### config.mk
export PLATFORM = sky130hd
export DESIGN_NAME = timer_dev
export DESIGN_NICKNAME = d
export VERILOG_FILES = /design/src/rtl/timer_dev.sv
export SDC_FILE = /design/constraint.sdc
export NUM_CORES = 1
export LEC_CHECK = 0
export ABC_AREA = 1
export BUFFER_PORTS_ARGS = -buffer_cell sky130_fd_sc_hd__buf_2
export CAP_MARGIN = 20
export CORE_MARGIN = 2
export CORE_UTILIZATION = 55
export CTS_BUF_LIST = sky130_fd_sc_hd__clkbuf_8 sky130_fd_sc_hd__clkbuf_16
export CTS_CLUSTER_DIAMETER = 100
export DETAILED_ROUTE_END_ITERATION = 10
export PLACE_DENSITY = 0.77
export REMOVE_ABC_BUFFERS = 1
export SYNTH_ARGS = -nofsm -noshare
export SYNTH_HDL_FRONTEND = slang
export SYNTH_SLANG_ARGS = --single-unit
export TNS_END_PERCENT = 20
### constraint.sdc
create_clock -name clk -period 3 [get_ports clk]
set_clock_uncertainty 0.1 [all_clocks]
set_input_delay 0.45 -clock clk [delete_from_list [all_inputs] [get_ports clk]]
set_output_delay 0.45 -clock clk [all_outputs]
set_load 0.005 [all_outputs]
### src/rtl/timer_dev.sv
// ---------------------------------------------------------------------------
// timer_dev -- memory-mapped down-counting timer with interrupt request.
//
// Register map (Addr_I):
//   0 CTRL   : bit0 EN, bits2:1 MODE, bit3 IM (upper bits read as 0)
//   1 PRESET : 32-bit reload value
//   2 COUNT  : 32-bit current count, read-only
//   3 reserved, reads 0
//
// Ports:
//   clk    : sole clock, rising-edge
//   reset  : asynchronous, active-high; clears all state
//   Addr_I : register select (processor address bits [5:4])
//   WE_I   : write strobe, sampled on the clk rising edge
//   WD_I   : write data
//   RD_O   : read data, combinational from Addr_I
//   IRQ_O  : interrupt request = irq_pend & IM
//
// Operation: IDLE -> LOAD (COUNT <= PRESET) -> CNT (decrement) -> INT.
// MODE 1 reloads and counts again (IRQ_O is a one-cycle pulse); every other
// MODE is one-shot: EN is cleared in INT and the interrupt stays pending
// until software writes CTRL or PRESET.
// ---------------------------------------------------------------------------
module timer_dev (
   input  logic        clk,
   input  logic        reset,
   input  logic [1:0]  Addr_I,
   input  logic        WE_I,
   input  logic [31:0] WD_I,
   output logic [31:0] RD_O,
   output logic        IRQ_O
);

   typedef enum logic [1:0] {
      ST_IDLE = 2'd0,
      ST_LOAD = 2'd1,
      ST_CNT  = 2'd2,
      ST_INT  = 2'd3
   } state_t;

   state_t      state_r;
   state_t      next_state_s;

   logic        ctrl_en_r;
   logic [1:0]  ctrl_mode_r;
   logic        ctrl_im_r;
   logic [31:0] preset_r;
   logic [31:0] count_r;
   logic        irq_pend_r;

   logic        wr_ctrl_s;
   logic        wr_preset_s;
   logic [31:0] count_next_s;
   logic        hw_en_clr_s;
   logic        irq_set_s;
   logic        irq_leave_clr_s;

   // Decode register writes from the bus strobe and address.
   always_comb begin
      wr_ctrl_s   = 1'b0;
      wr_preset_s = 1'b0;
      if (WE_I) begin
         wr_ctrl_s   = (Addr_I == 2'd0);
         wr_preset_s = (Addr_I == 2'd1);
      end else begin
         wr_ctrl_s   = 1'b0;
         wr_preset_s = 1'b0;
      end
   end

   // Next-state, next-count and interrupt/EN side effects of the FSM.
   // Decisions use the registered EN, so a CTRL write acts one cycle later.
   always_comb begin
      next_state_s    = state_r;
      count_next_s    = count_r;
      hw_en_clr_s     = 1'b0;
      irq_set_s       = 1'b0;
      irq_leave_clr_s = 1'b0;
      case (state_r)
         ST_IDLE: begin
            if (ctrl_en_r) begin
               next_state_s = ST_LOAD;
            end else begin
               next_state_s = ST_IDLE;
            end
         end
         ST_LOAD: begin
            count_next_s = preset_r;
            next_state_s = ST_CNT;
         end
         ST_CNT: begin
            if (!ctrl_en_r) begin
               next_state_s = ST_IDLE;
            end else if (count_r <= 32'd1) begin
               // Covers PRESET 0 and 1 alike and keeps COUNT from wrapping.
               count_next_s = 32'd0;
               next_state_s = ST_INT;
               irq_set_s    = 1'b1;
            end else begin
               count_next_s = count_r - 32'd1;
               next_state_s = ST_CNT;
            end
         end
         ST_INT: begin
            if (ctrl_mode_r == 2'd1) begin
               next_state_s    = ST_LOAD;
               irq_leave_clr_s = 1'b1;
            end else begin
               next_state_s = ST_IDLE;
               hw_en_clr_s  = 1'b1;
            end
         end
         default: begin
            next_state_s = ST_IDLE;
         end
      endcase
   end

   // FSM state and COUNT registers.
   always_ff @(posedge clk or posedge reset) begin
      if (reset) begin
         state_r <= ST_IDLE;
         count_r <= 32'd0;
      end else begin
         state_r <= next_state_s;
         count_r <= count_next_s;
      end
   end

   // CTRL register; a software write wins over the hardware EN clear.
   always_ff @(posedge clk or posedge reset) begin
      if (reset) begin
         ctrl_en_r   <= 1'b0;
         ctrl_mode_r <= 2'd0;
         ctrl_im_r   <= 1'b0;
      end else if (wr_ctrl_s) begin
         ctrl_en_r   <= WD_I[0];
         ctrl_mode_r <= WD_I[2:1];
         ctrl_im_r   <= WD_I[3];
      end else if (hw_en_clr_s) begin
         ctrl_en_r   <= 1'b0;
      end
   end

   // PRESET register; only sampled in LOAD, so mid-count writes wait.
   always_ff @(posedge clk or posedge reset) begin
      if (reset) begin
         preset_r <= 32'd0;
      end else if (wr_preset_s) begin
         preset_r <= WD_I;
      end
   end

   // Interrupt pending flag: set on entering INT, cleared by a CTRL/PRESET
   // write or by leaving INT in auto-reload mode.
   always_ff @(posedge clk or posedge reset) begin
      if (reset) begin
         irq_pend_r <= 1'b0;
      end else if (irq_set_s) begin
         irq_pend_r <= 1'b1;
      end else if (wr_ctrl_s || wr_preset_s || irq_leave_clr_s) begin
         irq_pend_r <= 1'b0;
      end
   end

   // Combinational read mux.
   always_comb begin
      RD_O = 32'd0;
      case (Addr_I)
         2'd0:    RD_O = {28'd0, ctrl_im_r, ctrl_mode_r, ctrl_en_r};
         2'd1:    RD_O = preset_r;
         2'd2:    RD_O = count_r;
         default: RD_O = 32'd0;
      endcase
   end

   assign IRQ_O = irq_pend_r & ctrl_im_r;

endmodule
==> metrics.md, run 1 <==
| Metric | Value |
|---|---|
| Non-Filler Cell Area, Final | `approximately 5000 µm²` |
| Fin. max-slew vios | `0` |
| Share of Yosys cell area claimed by the top area cell type | `39.94%` |
| TritonRoute pass-1 iters | `6` |
| Ranking of synthesized cells by area | `dfrtp_1 40%, nand2_1 25%, nand3_1 6.2%` |
| WL met1 | `5567 µm` |
| Met3 routed WL | `between 800 and 900 µm` |
| Largest net degree at the start of global routing | `37` |
| Worst Tran Pin Value | `799.4 ps` |
| Layout area overhead | `14.85%` |
| Post-synth EDFFs | `0` |
| RSZ-0062 raised after global routing | `false` |
| Placed Instance Area | `4872 µm²` |
| Part of the cycle the worst path needs | `75.55%` |
| Top cell type by total area after synthesis | `dfrtp_1` |
| Crit start category | `input pin` |
| Routed wire length per instance | `between 10 and 15 µm` |
| Reg clk slew, reported paths | `approximately 80 ps` |
| WP data arrival | `1720 ps` |
| DRC | `0` |
| Iteration-0 DRC Markers | `263` |
| DR top layer | `met4` |
| Port Buffer Count | `69` |
| Total negative slack | `0 ps` |
| Post-Syn Instances | `between 600 and 700` |
| Synth Warn # | `0` |
| # Post-CTS Setup Buffers | `0` |
| Mapped Area | `4448 µm²` |
| Chip Width | `around 94 µm` |
| Cts bufs inserted | `9` |
| Vias/cell | `~5.4` |
| Synth Flop Type | `dfrtp_1` |
| Yosys reg bits | `71` |
| Number of global-route vias before repair | `roughly 4300` |
| PostCTS Resize Cnt | `0` |
| Rows | `32` |
| Hold-fix buffers at CTS | `0` |
| Met2 WL | `5639 µm` |
| Max_cap viols | `0` |
| Maximum VDD drop | `0.4645 mV` |
| Routability cong. | `about 0.93` |
| Post-route ant nets | `0` |
| DIE AREA | `slightly below 9000 µm²` |
| Vias | `4508` |
| Outcome | `finished, final reports clean` |
| Max Freq | `approximately 0.44 GHz` |
| CP Max Fanout | `13` |
| First-pass GRT wire length | `about 21000 µm` |
| N_diodes | `0` |
| Worst Path Required | `roughly 2500 ps` |
| WL final | `between 10000 and 15000 µm` |
| Detailed Place HPWL | `between 8000 and 9000 µm` |
| Die height | `roughly 94 µm` |
| Layout cell share with drive strength beyond 1 | `between 10% and 20%` |
| Lkg Pwr | `around 2.7 nW` |
| Seq/Total Area, Yosys | `39.94%` |
| CTS Sinks | `71` |
| Antenna violations before repair | `0` |
| Final min period | `2267 ps` |
| GR Overflow Total | `0` |
| CTS tree | `built` |
| Starting density of the core | `between 50% and 60%` |
| Hold Crit Class | `input pin to asynchronous set/reset pin` |
| Global-route usage over all layers | `roughly 30%` |
| Final hold violation count | `0` |
| Nets | `about 770` |
| Netlist cell types | `29` |
| Core ar. | `between 7000 and 8000 µm²` |
| Clock Latency Late Sink | `about 360 ps` |
| CP endpoint kind | `output pin` |
| CP Class | `input pin to output pin` |
| Mapped Avg Cell Area | `roughly 6.7 µm²` |
| # IOs | `70` |
| Asr flop ratio synth | `between 90% and 100%` |
| H-tree Lvls | `3` |
| Power per cell area | `a little under 900 nW/µm²` |
| Finish-stage setup viols | `0` |
| Deepest clock path buffer count | `2` |
| CTS root buffer | `clkbuf_8` |
| Slew headroom | `46.63%` |
## Yosys cell counts, types with 6 or more instances
cell type  instances
xor2_1            16
o21ai_0           38
inv_1             46
clkbuf_1          12
dfrtp_1           71
nand2_1          291
nand3_1           55
o21ai_1           21
nor2_2            10
nor2_1            49
nand4_1            6
buf_2              6
## through the flow
step                util (%)  setup WS (ps)  power [mW]  hold WS [ps]  std cells
global placement       62.73          794.9       3.576         383.0        818
floorplan                  -          141.0       2.995         364.5        638
finish                 65.77          733.4       4.555         139.5        835
detailed placement     62.73          768.5       3.639         384.8        818
global route           65.77          619.6       4.944         197.1        835
CTS                    65.58          762.2       4.502         162.8        834
## where the power goes
part	total (mW)	switching, mW	internal, mW
registers	1.56	0.328	1.23
logic	2.14	1.44	0.703
clock network	0.857	0.388	0.469
## final timing paths
path                           endpoint  slack (ps)  depth (start not counted)          from
max in group asynchronous  preset_r[25]        1980                          3         reset
max reg2reg                 count_r[21]         920                         11    count_r[0]
min                         preset_r[2]         140                          2         reset
min in group clk           preset_r[13]         190                          3      WD_I[13]
max                            RD_O[24]         730                          6     Addr_I[0]
min reg2reg                preset_r[20]         400                          2  preset_r[20]
## cells in the final DEF (no fill, tap or decap)
master / instances
nand2_1: 291
dfrtp_1: 71
buf_2: 69
nand3_1: 55
nor2_1: 48
inv_1: 45
o21ai_0: 38
o21ai_1: 21
xor2_1: 16
nor2_2: 11
clkbuf_8: 9
buf_4: 8
nand4_1: 6
nor2_4: 5
nand3_2: 5
o22ai_1: 5
inv_2: 4
nand2_2: 4
o211ai_1: 3
o221ai_1: 2
ha_1: 2
clkinvlp_4: 2
bufinv_16: 2
clkinv_4: 2
clkinv_1: 1
nand2_4: 1
a21oi_1: 1
xnor2_1: 1
nor3_1: 1
nand3b_1: 1
clkinv_2: 1
buf_8: 1
buf_12: 1
## cell families after synthesis
family | Yosys count | synth area share [%]
XOR/XNOR | 17 | 3.347
AO/OA/AOI/OAI | 70 | 8.354
buffers and inverters | 76 | 7.173
AND/OR/NAND/NOR | 428 | 40.62
adder cells (fa/ha/maj) | 2 | 0.5625
flip-flops | 71 | 39.94
## routing by layer
| layer | up-vias | GRT usage (%) |
|---|---|---|
| li1 | 2219 | - |
| met1 | 2077 | 42.74 |
| met2 | 185 | 47.80 |
| met3 | 27 | 4.173 |
| met4 | 0 | 11.23 |
| met5 | - | 0 |
## layout make-up
type | instances | area (µm²)
tap | 102 | 127.6
clock buffer | 9 | 123.9
multi-input combinational | 517 | 2355
timing repair buffer | 79 | 440.4
clock inverter | 7 | 97.59
inverter | 50 | 187.7
sequential | 71 | 1777
fill | 721 | 2659
## registers in the layout, summed over array words and instances (netlist names)
register and flops:
irq_pend_r 1, ctrl_im_r 1, ctrl_en_r 1, ctrl_mode_r 2, preset_r 32, state_r 2, count_r 32
## worst max-delay path, cell delays in order
cell and delay, ps:
buf_2 90, clkinv_1 220, nand2_1 440, buf_4 280
o21ai_0 100, buf_2 130
Note: power is estimated with default switching activity, not from simulation.
==> run 2: changes to the inputs <==
- ABC_AREA: 1 -> 0
- PLACE_DENSITY: 0.77 -> 0.78
- clock period: 3 -> 2.1 ns (I/O delays scaled with it)
==> run 2 against run 1 <==
  * The flow now finishes with violations (negative setup slack)
  * First-iteration DRC count rose by 67%
  * Register-to-register slack got worse by 1100 ps
  * Worst hold slack got worse by 55 ps
  * Clock power rose by 44%
  * Count of clock-buffer cells in the layout rose by 1
  * Setup slack got worse by 900 ps
==> metrics.md, run 2 <==
| Metric | Value |
|---|---|
| Outcome | `complete, but fails checks` |
| Violated checks | `negative setup slack` |
| Sw Share | `40.35% (-6.9 points)` |
| Core ar. | `6869 µm² (-12%)` |
| Global-route usage over all layers | `30.74% (+0.40 points)` |
| Vias/cell | `6.386 (+18%)` |
| Mapped Avg Cell Area | `9.988 µm² (+49%)` |
| CTS root buffer | `clkbuf_8` |
| TritonRoute pass-1 iters | `5 (-1)` |
| RSZ-0062 raised after global routing | `true` |
| WL final | `12360 µm (+0.49%)` |
| Rows | `30 (-6.3%)` |
| Seq/Total Area, Yosys | `44.81% (+4.9 points)` |
| Worst Tran Pin Value | `416.1 ps (-383.2 ps)` |
| Post-synth EDFFs | `0 (unchanged)` |
| DRC | `0 (unchanged)` |
| Top cell type by total area after synthesis | `dfrtp_1` |
| H-tree Lvls | `3 (unchanged)` |
| N_diodes | `0 (unchanged)` |
| Final hold violation count | `0 (unchanged)` |
| Synth Flop Type | `dfrtp_1` |
| CP Max Fanout | `4 (-9)` |
| Port Buffer Count | `69 (unchanged)` |
| Reg clk slew, reported paths | `80 ps (about the same)` |
| Finish-stage setup viols | `33 (+33)` |
| Power per cell area | `1290 nW/µm² (+45%)` |
| Worst Path Required | `2270 ps (-180 ps)` |
| Worst hold path startpoint | `WD_I[31]` |
| Crit start category | `flop` |
| Flop pwr share | `31.9% (-2.3 points)` |
| Clock Latency Late Sink | `350 ps (about the same)` |
| Cts bufs inserted | `9 (unchanged)` |
| CTS Sinks | `71 (unchanged)` |
| Vias | `4055 (-10%)` |
| Total power | `7.076 mW (+55%)` |
| CP endpoint kind | `flop` |
| Layout cell share with drive strength beyond 1 | `48.05% (+31 points)` |
| Deepest clock path buffer count | `2 (unchanged)` |
| Final min period | `approximately 2300 ps` |
| Slew headroom | `72.26% (+26 points)` |
| Final Util | `79.87% (+14 points)` |
| Worst Slack Setup Final | `-166.0 ps (-899.4 ps)` |
| Antenna violations before repair | `0 (unchanged)` |
| Post-route ant nets | `0 (unchanged)` |
| Yosys reg bits | `71 (unchanged)` |
| Hold Crit Class | `input pin to flop` |
| # IOs | `70 (unchanged)` |
| CP Class | `flop to flop` |
| Detailed Place HPWL | `7808 µm (-9.4%)` |
| First-pass GRT wire length | `18520 µm (-11%)` |
| Worst setup startpoint | `count_r[5]` |
| Nets | `573 (-25%)` |
| Reg-to-Reg Start | `count_r[5]` |
| Part of the cycle the worst path needs | `107.9%` |
| Die height | `88.91 µm (-5.3%)` |
| Max Freq | `roughly 0.44 GHz` |
| CTS tree | `built` |
| Max_cap viols | `0 (unchanged)` |
| Biggest regs | `count_r: 32 flops, preset_r: 32 flops` |
| Routed wire length per instance | `19.46 µm (+32%)` |
| Top cells by count, synth | `71 x dfrtp_1, 35 x mux2_2, 30 x a22o_1, 28 x nand2_1, 22 x o21ai_0` |
| Synth Warn # | `0 (unchanged)` |
| Asr flop ratio synth | `100.0% (unchanged)` |
| Lkg Pwr | `2.476 nW (-8.3%)` |
| Post-Syn Instances | `397 (-40%)` |
| Starting density of the core | `57.72% (+0.46 points)` |
| Comb power frac | `50.7% (+3.7 points)` |
| Chip Width | `88.91 µm (-5.3%)` |
| Number of global-route vias before repair | `3746 (-13%)` |
| DIE AREA | `7904 µm² (-10%)` |
| Ranking of synthesized cells by area | `dfrtp_1 45%, mux2_2 9.9%, a22o_1 6.6%` |
| Largest net degree at the start of global routing | `72 (+95%)` |
| Layout area overhead | `38.37%` |
| Commonest non-fill, non-tap cell in the layout | `buf_4` |
| Fin. max-slew vios | `0 (unchanged)` |
| WP data arrival | `2430 ps (+710 ps)` |
| Share of Yosys cell area claimed by the top area cell type | `44.81% (+4.9 points)` |
| Routability cong. | `0.9255 (-0.96%)` |
| Most frequent cell after synthesis | `dfrtp_1` |
| Reg2reg setup slack | `-170 ps (-1090 ps)` |
| Commonest non-fill, non-tap cells in the layout | `77 x buf_4, 71 x dfrtp_1, 69 x buf_2, 35 x mux2_2, 30 x a22o_1` |
| Clk pwr share | `17.4% (-1.4 points)` |
| Iteration-0 DRC Markers | `438 (+67%)` |
| Netlist cell types | `55 (+90%)` |
| Maximum VDD drop | `0.8186 mV (+76%)` |
| Switching pwr | `2.855 mW (+33%)` |
| Mapped Area | `3965 µm² (-11%)` |
| Internal | `4.221 mW (+76%)` |
| GR Overflow Total | `0 (unchanged)` |
run 2: what timing repair did:
item | in CTS | in global routing
hold endpoints to repair | 71 | 0
gates cloned | 1 | 0
hold buffers | 1 | 0
buffers inserted | 7 | 6
pin swaps | 19 | 12
endpoints found under the setup margin | 32 | 34
gates resized for setup | 42 | 33
run 2: path summary, 6_finish.rpt:
check / to / depth (start not counted)
min: preset_r[31] / 2
max: count_r[20] / 8
max reg2reg: count_r[20] / 8
min in group asynchronous: count_r[21] / 4
min reg2reg: preset_r[14] / 1
max in group asynchronous: count_r[24] / 4
run 2: cell families after synthesis:
kind of cell,Yosys count,share of synthesized area (%)
AOI/OAI and AO/OA,117,21.36
adders and majority gates,2,0.6310
buffers and inverters,44,5.049
DFF,71,44.81
muxes,40,11.20
and+or+nand+nor,123,16.95
run 2: power by group through the flow:
stage | registers (mW) | clock network, mW | logic (mW)
final | 2.26 | 1.23 | 3.59
after global routing | 2.30 | 1.31 | 3.83
after CTS | 2.22 | 1.24 | 3.23
after detailed placement | 2.21 | 0 | 2.93
after global placement | 2.18 | 0 | 2.86
after floorplan | 2.21 | 0 | 1.52
run 2: worst max-delay path, stage by stage (launching register included):
cell,delay [ps]
dfrtp_1,420
buf_4,160
nor4_4,290
and4_4,310
buf_4,120
nand3_1,120
or3_1,340
mux2i_1,130
o21ai_0,180
run 2: final cells by class:
class,instances,area [µm²]
Sequential cell,71,1777
Fill cell,425,1383
Timing Repair Buffer,155,1041
Multi-Input combinational cell,283,2273
Clock buffer,10,137.6
Inverter,14,52.55
Clock inverter,6,85.08
Tap cell,96,120.1
run 2: layer usage:
metal | GRT usage, % | up-vias | share of wire, %
met4 | 14.05 | 0 | 4.0
li1 | - | 1799 | -
met3 | 4.063 | 48 | 7.6
met1 | 40.54 | 1959 | 41
met5 | 0 | - | 0
met2 | 50.61 | 249 | 48
run 2: per-stage QoR:
stage          setup slack (ps)  TNS [ps]  instance area (µm²)  std cells  hold WS, ps
3_5_place_dp             -222.7     -3814                 4856        604        330.7
5_1_grt                  -260.7     -4982                 5487        635        82.11
6_report                 -166.0     -2435                 5487        635        84.77
2_1_floorplan             -1409    -74590                 3817        367        331.8
3_3_place_gp             -156.1     -2356                 4856        604        324.8
4_1_cts                  -150.2     -1446                 5303        629        80.92
==> run 3: changes to the inputs <==
- PLACE_DENSITY: 0.78 -> 0.81
==> run 3 against run 2 <==
  * Sequential power hardly changed
  * Largest cell class unchanged
  * Critical path depth is 2 lower
  * Clock power is 5% higher
  * Routed wire length is 0.70% lower
  * Sequential share of layout area is 0.80 points higher
  * Core utilization is 1.9 points lower
  * Via count is 1.7% lower
  * Critical endpoint is now count_r[2]
  * Count of clock-buffer cells in the layout is 1 higher
  * Combinational power is 4% lower
  * Global-route usage hardly changed
  * The run still ends with negative setup slack left
==> metrics.md, run 3 (synthesized netlist as in run 2, its figures left out) <==
| Metric | Value |
|---|---|
| Layout cell share with drive strength beyond 1 | `44.70% (-3.4 points)` |
| Commonest non-fill, non-tap cells in the layout | `71 x dfrtp_1, 69 x buf_2, 68 x buf_4, 35 x mux2_2, 30 x a22o_1` |
| Final min period | `2313 ps (+47.26 ps)` |
| Cells along the critical path | `or4_4 > nor3_4 > and4_4 > nor2_4 > a32o_1 > a22o_1` |
| Vias/cell | `6.391 (about the same)` |
| WL final | `12270 µm (-0.70%)` |
| Worst Slack Setup Final | `-213.3 ps (-47.26 ps)` |
| Largest net degree at the start of global routing | `43 (-40%)` |
| Total power | `6.971 mW (-1.5%)` |
| Chip Width | `88.91 µm (unchanged)` |
| Die height | `88.91 µm (unchanged)` |
| Hold Crit Class | `input pin to flop` |
| Core ar. | `6869 µm² (unchanged)` |
| Finished Layout Cells | `624 (-1.7%)` |
| N_diodes | `0 (unchanged)` |
| Power per cell area | `1302 nW/µm² (+0.95%)` |
| Total negative slack | `-4860 ps (-2425 ps)` |
| Finish-stage setup viols | `33 (unchanged)` |
| # IOs | `70 (unchanged)` |
| CTS root buffer | `clkbuf_8` |
| Slew headroom | `62.84% (-9.4 points)` |
| Deepest clock path buffer count | `2 (unchanged)` |
| RSZ-0062 raised after global routing | `true` |
| Post-route ant nets | `0 (unchanged)` |
| Outcome | `complete, but fails checks` |
| Max Freq | `0.4323 GHz (-2.0%)` |
| Slowest cell on crit path | `or4_4` |
| WP data arrival | `2450 ps (+20 ps)` |
| Clk pwr share | `18.5% (+1.1 points)` |
| DIE AREA | `7904 µm² (unchanged)` |
| Delay-heaviest family, CP | `simple AND/OR/NAND/NOR gates` |
| Global-route usage over all layers | `30.78% (+0.041 points)` |
| Fill count | `452 (+6.4%)` |
| Switching pwr | `2.804 mW (-1.8%)` |
| Nets | `562 (-1.9%)` |
| Reg clk slew, reported paths | `80 ps (about the same)` |
| Critical path depth in cells | `6 (-2)` |
| First-pass GRT wire length | `18620 µm (+0.52%)` |
| GR Overflow Total | `0 (unchanged)` |
| Routed wire length per instance | `19.67 µm (+1.0%)` |
| Number of global-route vias before repair | `3796 (+1.3%)` |
| Worst Path Required | `2240 ps (-30 ps)` |
| Violated checks | `negative setup slack` |
| Flop pwr share | `32.1% (+0.2 points)` |
| Placed Instance Area | `4838 µm² (-0.36%)` |
| Maximum VDD drop | `0.8320 mV (+1.6%)` |
| Part of the cycle the worst path needs | `110.2% (+2.3 points)` |
| Final hold violation count | `0 (unchanged)` |
| Layout area overhead | `35.03%` |
| CP Buf/Inv Count | `0 (-2)` |
| CP Max Fanout | `5 (+1)` |
| Worst Tran Pin Value | `557.3 ps (+141.2 ps)` |
| Starting density of the core | `57.72% (unchanged)` |
| CP Class | `flop to flop` |
| CP endpoint kind | `flop` |
| DRC | `0 (unchanged)` |
| Antenna violations before repair | `0 (unchanged)` |
| Non-Filler Cell Area, Final | `5354 µm² (-2.4%)` |
| Port Buffer Count | `69 (unchanged)` |
| Max incr delay on CP | `580 ps (+160 ps)` |
| Max_cap viols | `0 (unchanged)` |
| CTS Sinks | `71 (unchanged)` |
| Worst hold path stage count | `2 (unchanged)` |
| Vias | `3988 (-1.7%)` |
| Fin. max-slew vios | `0 (unchanged)` |
| Cts bufs inserted | `9 (unchanged)` |
| Biggest regs | `count_r: 32 flops, preset_r: 32 flops` |
| R2R cell count | `6 (-2)` |
| Internal | `4.166 mW (-1.3%)` |
| Clock Latency Late Sink | `360 ps (about the same)` |
| Detailed Place HPWL | `7702 µm (-1.4%)` |
| TritonRoute pass-1 iters | `5 (unchanged)` |
| Sw Share | `40.23% (-0.12 points)` |
| Lkg Pwr | `2.419 nW (-2.3%)` |
| H-tree Lvls | `3 (unchanged)` |
| Routability cong. | `0.9686 (+4.7%)` |
| Iteration-0 DRC Markers | `338 (-23%)` |
| CTS tree | `built` |
| Post-Place Cells | `600 (-0.66%)` |
| Commonest non-fill, non-tap cell in the layout | `dfrtp_1` |
| Reg2reg setup slack | `-210 ps (-50 ps)` |
| Crit start category | `flop` |
| Comb power frac | `49.4% (-1.3 points)` |
| Rows | `30 (unchanged)` |
## run 3: worst reg2reg max path: stages, from the launching register on
cell	delay [ps]
dfrtp_1	380
or4_4	580
nor3_4	240
and4_4	340
nor2_4	100
a32o_1	290
a22o_1	180
## run 3: stage by stage
step                util, %  hold slack (ps)  setup WS [ps]
floorplan                 -            331.8          -1409
global placement      70.44            310.4         -142.7
detailed placement    70.44            317.4         -176.7
CTS                   75.30            84.36         -161.7
global route          77.94            72.95         -294.8
finish                77.94            78.19         -213.3
## run 3: what timing repair did
item                       CTS  global route
buffers inserted             3             2
gates cloned                 1             1
hold buffers                 1             0
pin swaps                   12            20
hold endpoints to repair    29             0
setup endpoints to repair   32            33
gates resized for setup     27            30
## run 3: power by group through the flow
stage	registers, mW	clock network, mW	logic [mW]
after CTS	2.20	1.29	3.08
after detailed placement	2.22	0	2.92
after global placement	2.19	0	2.83
final	2.24	1.29	3.45
after global routing	2.28	1.36	3.69
after floorplan	2.21	0	1.52
## run 3: worst paths after layout
path	start	to
hold reg to reg	irq_pend_r	irq_pend_r
hold / removal	WD_I[29]	preset_r[29]
max in group asynchronous	reset	preset_r[7]
setup / recovery	count_r[19]	count_r[2]
setup reg to reg	count_r[19]	count_r[2]
min in group asynchronous	reset	preset_r[21]
## run 3: area by class of cell
| class | count | area (µm²) | share of cell area, % |
|---|---|---|---|
| Multi-Input combinational cell | 283 | 2200 | 41.08 |
| Sequential cell | 71 | 1777 | 33.19 |
| Timing Repair Buffer | 144 | 973.4 | 18.18 |
| Clock buffer | 11 | 151.4 | 2.828 |
| Tap cell | 96 | 120.1 | 2.244 |
| Clock inverter | 5 | 80.08 | 1.496 |
| Inverter | 14 | 52.55 | 0.9815 |
## run 3: routing by layer
layer,GRT usage (%),wire (µm),vias up
met4,10.88,316,0
met2,49.05,5986,215
met1,41.56,4984,1973
li1,-,-,1763
met5,0,0,-
met3,7.018,984,37
